<file path="src/rtl/wb_regfile.sv">
// wb_regfile: write-back stage and general-purpose register file.
//   Accepts the EX result {wd_i, wreg_i, wdata_i}, holds it for one cycle in
//   a write-back register and then commits it to the register array.
//   Register 0 always reads as zero. Two combinational read ports forward
//   from the in-flight EX result first, then from the write-back register,
//   and only then read the array.
// Ports:
//   Clk                          system clock, rising edge
//   Rst_n                        synchronous reset, active HIGH despite the name
//   wd_i / wreg_i / wdata_i      EX result: destination, write request, data
//   stall_i                      hold the write-back register (no capture, no commit)
//   flush_i                      discard the incoming EX result
//   re1_i / raddr1_i / rdata1_o  read port 1
//   re2_i / raddr2_i / rdata2_o  read port 2
//   wb_wd_o / wb_wreg_o / wb_wdata_o  write-back register contents
module wb_regfile #(
  parameter int unsigned REG_NUM = 32,
  parameter int unsigned REG_AW  = 5,
  parameter int unsigned DW      = 32
) (
  input  logic              Clk,
  input  logic              Rst_n,
  input  logic [REG_AW-1:0] wd_i,
  input  logic              wreg_i,
  input  logic [DW-1:0]     wdata_i,
  input  logic              stall_i,
  input  logic              flush_i,
  input  logic              re1_i,
  input  logic [REG_AW-1:0] raddr1_i,
  output logic [DW-1:0]     rdata1_o,
  input  logic              re2_i,
  input  logic [REG_AW-1:0] raddr2_i,
  output logic [DW-1:0]     rdata2_o,
  output logic [REG_AW-1:0] wb_wd_o,
  output logic              wb_wreg_o,
  output logic [DW-1:0]     wb_wdata_o
);

  logic [DW-1:0] regs [REG_NUM];

  // Reset wins over everything, so a pending write-back entry is dropped
  // rather than committed when reset arrives mid-operation.
  always_ff @(posedge Clk) begin
    if (Rst_n) begin
      for (int unsigned i = 0; i < REG_NUM; i++) begin
        regs[i] <= '0;
      end
      wb_wd_o    <= '0;
      wb_wreg_o  <= 1'b0;
      wb_wdata_o <= '0;
    end else if (!stall_i) begin
      if (wb_wreg_o && (wb_wd_o != '0)) begin
        regs[wb_wd_o] <= wb_wdata_o;
      end
      if (flush_i) begin
        wb_wd_o    <= '0;
        wb_wreg_o  <= 1'b0;
        wb_wdata_o <= '0;
      end else begin
        wb_wd_o    <= wd_i;
        wb_wreg_o  <= wreg_i;
        wb_wdata_o <= wdata_i;
      end
    end
  end

  // EX forwarding ignores stall_i: a stalled EX result is still the newest
  // value of its destination register.
  logic ex_fwd;
  assign ex_fwd = wreg_i && !flush_i;

  always_comb begin
    rdata1_o = '0;
    if (Rst_n || !re1_i || (raddr1_i == '0)) begin
      rdata1_o = '0;
    end else if (ex_fwd && (wd_i == raddr1_i)) begin
      rdata1_o = wdata_i;
    end else if (wb_wreg_o && (wb_wd_o == raddr1_i)) begin
      rdata1_o = wb_wdata_o;
    end else begin
      rdata1_o = regs[raddr1_i];
    end
  end

  always_comb begin
    rdata2_o = '0;
    if (Rst_n || !re2_i || (raddr2_i == '0)) begin
      rdata2_o = '0;
    end else if (ex_fwd && (wd_i == raddr2_i)) begin
      rdata2_o = wdata_i;
    end else if (wb_wreg_o && (wb_wd_o == raddr2_i)) begin
      rdata2_o = wb_wdata_o;
    end else begin
      rdata2_o = regs[raddr2_i];
    end
  end

endmodule

</file>
<file path="config.mk">
export PLATFORM = sky130hd
export DESIGN_NAME = wb_regfile
export DESIGN_NICKNAME = d
export VERILOG_FILES = /design/src/rtl/wb_regfile.sv
export SDC_FILE = /design/constraint.sdc
export NUM_CORES = 2
export LEC_CHECK = 0
export ABC_AREA = 0
export BUFFER_PORTS_ARGS = -buffer_cell sky130_fd_sc_hd__buf_2
export CAP_MARGIN = 30
export CORE_MARGIN = 2
export CORE_UTILIZATION = 51
export DETAILED_ROUTE_END_ITERATION = 16
export PLACE_DENSITY = 0.66
export SLEW_MARGIN = 10
export SYNTH_ARGS = -nofsm -noshare
export SYNTH_HDL_FRONTEND = slang
export SYNTH_SLANG_ARGS = --single-unit
</file>
<file path="constraint.sdc">
create_clock -name Clk -period 5.6 [get_ports Clk]
set_clock_uncertainty 0.05 [all_clocks]
set_input_delay 1.12 -clock Clk [delete_from_list [all_inputs] [get_ports Clk]]
set_output_delay 1.12 -clock Clk [all_outputs]
set_load 0.03 [all_outputs]
</file>
==> summary.txt <==
Outcome
  – Status: complete, no violations

Floorplanning
  – Initial core utilization: about half
  – Die Span X: between 300 and 400 um
  – Io pins: about 160
  – Row cnt: around 120
  – Core area: around 110000 sq um
  – Die Ht: around 340 um
  – Total die area: approximately 110000 sq um

Timing
  – Slew margin rel.: a little under a third
  – Fin crit period: between 5 and 6 ns
  – RSZ-0062 raised after global routing: no
  – Final setup TNS: 0 ns
  – F_max: around 0.19 GHz
  – Final slew viol count: 0
  – Worst Tran Pin Value: 1.05 ns
  – Final setup fails: 0
  – Fin crit share: ~94%
  – Fin. Hold Viols: 0

Synthesis
  – Asr flop ratio synth: 0%
  – Mapped Cells: just over 4000
  – Synth Register Bits: between 1000 and 1500
  – Sequential share of the synthesized area: a little under three fifths
  – Syn avg cell area: between 10 and 15 sq um
  – Number of enable flip-flop cells after synthesis: just over 1000
  – Synth warnings: 0
  – Main synth FF type: edfxtp_1
  – Post-Syn Area: roughly 57000 sq um
  – Synth unique cells: slightly below 50

Placement
  – Port Buffers: ~160
  – Post-DP HPWL: approximately 120000 um
  – Global placer's final weighted congestion: between 1 and 1.5
  – DP Area: between 60000 and 70000 sq um
  – Placed insts: roughly 5500

Min path
  – Hold Path Class: reg2reg
  – Worst Hold Depth: 2

Power
  – Max IR drop VDD: 263 uV
  – Pwr/cell area: between 200 and 300 nW/um^2
  – Leak pwr: around 23 nW

Layout
  – Area delta synth->final: 12.1%
  – Nets@finish: between 4000 and 5000
  – Leading cell type in the layout, fill and taps excluded: edfxtp_1
  – Fillers: 8788
  – Most frequent cells in the layout: edfxtp_1, and2_1, mux4_2
  – Final Instance Area: 64000 sq um
  – Share of layout cells above drive strength 1: 25.6%
  – Layout Cells excl Fill: between 5000 and 6000

Clock tree
  – Worst-path clk slew: ~0.06 ns
  – Clk Tree Root Cell: clkbuf_16
  – CTS resizes: 0
  – Clock latency on the worst-skew pair: between 0.7 and 0.8 ns
  – CTS Buf Count: roughly 120
  – CTS Sinks: around 1100
  – Hold_buf cts: 0
  – TritonCTS clock tree: yes
  – Clock tree buffer depth: 3
  – Setup bufs post-CTS: 0
  – H-tree depth: 3

Critical path
  – Setup CP Type: reg2out
  – CP Data Required Time: ~4.4 ns
  – CP arrival: between 4 and 5 ns
  – Crit. End Element: output pin
  – CP max FO: 23
  – Startpoint types: flop
  – Worst r2r path cells: 6

Global route
  – Largest net degree at the start of global routing: around 130
  – Vias in the first global route: a little under 40000
  – Global route overflow: 0
  – Tot GR Track Use: 33.9%
  – Initial antenna violation count: 8
  – First-pass GRT wire length: ~280000 um

Drt
  – Routed WL: about 200000 um
  – Initial DRC count: about 6000
  – Via count: 38500
  – DRC: 0
  – DR vias/cell: roughly 6.8
  – Drt pass-1 iters: 8
  – WL/cell: ~34 um
  – Antenna-violating nets left: 0

Job
  – Max-cap violations: 0
cells in the mapped netlist (26+ instances only):
cell	n	area (sq um)
dfxtp_1	38	761
o211ai_1	26	195
a21oi_1	33	165
clkbuf_1	313	1170
o22ai_1	35	219
o221ai_1	63	552
nor2_1	79	297
a211oi_1	32	240
a211o_1	31	272
and2_1	962	6020
mux2i_1	161	1610
nor2b_1	35	219
nand2_1	258	968
a22oi_1	67	503
buf_2	95	475
edfxtp_1	1024	30700
mux4_2	480	10800
or2_2	31	194
nand3_1	127	636
nand4_1	31	194
nor3_1	36	180
worst max-delay path, cell delays in order, from the launching register on:
cell and delay (ns):
dfxtp_1 0.74, xor2_1 0.14, nor4_1 0.35, nand3_1 0.25, nor3b_2 0.65, buf_4 0.50
a22oi_1 0.13, nand3_1 0.28, buf_2 0.27
cells by family (layout without fill, tap and decap cells):
family / count (synthesis) / count (layout) / share of synthesized area [%]
simple gates: 1585 / 1585 / 15.6
flops: 1062 / 1062 / 55.2
mux: 643 / 643 / 21.8
buf+inv: 446 / 557 / 3.25
compound gates: 299 / 299 / 3.97
xor+xnor: 18 / 18 / 0.276
other cells: 1 / 35 / 0.00656
per-layer routing:
metal / up-vias / part of all wire (%) / track usage, %
met1: 19700 / 37 / 46.3
met2: 2884 / 46 / 52.0
met4: 2 / 4.5 / 13.6
met5: - / 0.0036 / 0
li1: 15500 / - / -
met3: 516 / 13 / 9.05
path summary, 6_finish.rpt:
path | from | end | slack, ns
max | wb_wd_o[4] | rdata2_o[5] | 0.35
max reg2reg | wb_wd_o[4] | regs[24][4] | 1.91
min | wb_wdata_o[30] | wb_wdata_o[30] | 0.56
min reg2reg | wb_wdata_o[30] | wb_wdata_o[30] | 0.56
through the flow:
stage / total power, mW / hold WS [ns] / util [%] / worst slack, ns
floorplan: 10.5 / 0.623 / - / 1.27
global placement: 11.3 / 0.498 / 54.2 / 0.368
finish: 18.9 / 0.560 / 57.8 / 0.347
detailed placement: 11.3 / 0.525 / 54.3 / 0.553
CTS: 18.9 / 0.540 / 57.7 / 0.546
global route: 19.3 / 0.589 / 57.8 / 0.334
power by group:
group	internal [mW]	switching, mW
logic	0.793	1.29
clock network	4.36	3.27
registers	8.97	0.167
total	14.1	4.73
flip-flops by register name, indices dropped and copies added, names as in the netlist:
signal / flops
regs: 1024
wb_wd_o: 5
wb_wdata_o: 32
wb_wreg_o: 1
area by class of cell:
cell class	instances	area, sq um	share of cell area [%]
clock buffers	148	3180	4.97
flip-flops and latches	1062	31500	49.2
repair buffers	336	2700	4.22
well taps	1488	1860	2.91
multi-input cells	2577	24200	37.8
clock inverters	67	567	0.885
inverters	6	27.5	0.0430
diodes	3	7.51	0.0117
Note: power is estimated with default switching activity, not from simulation.
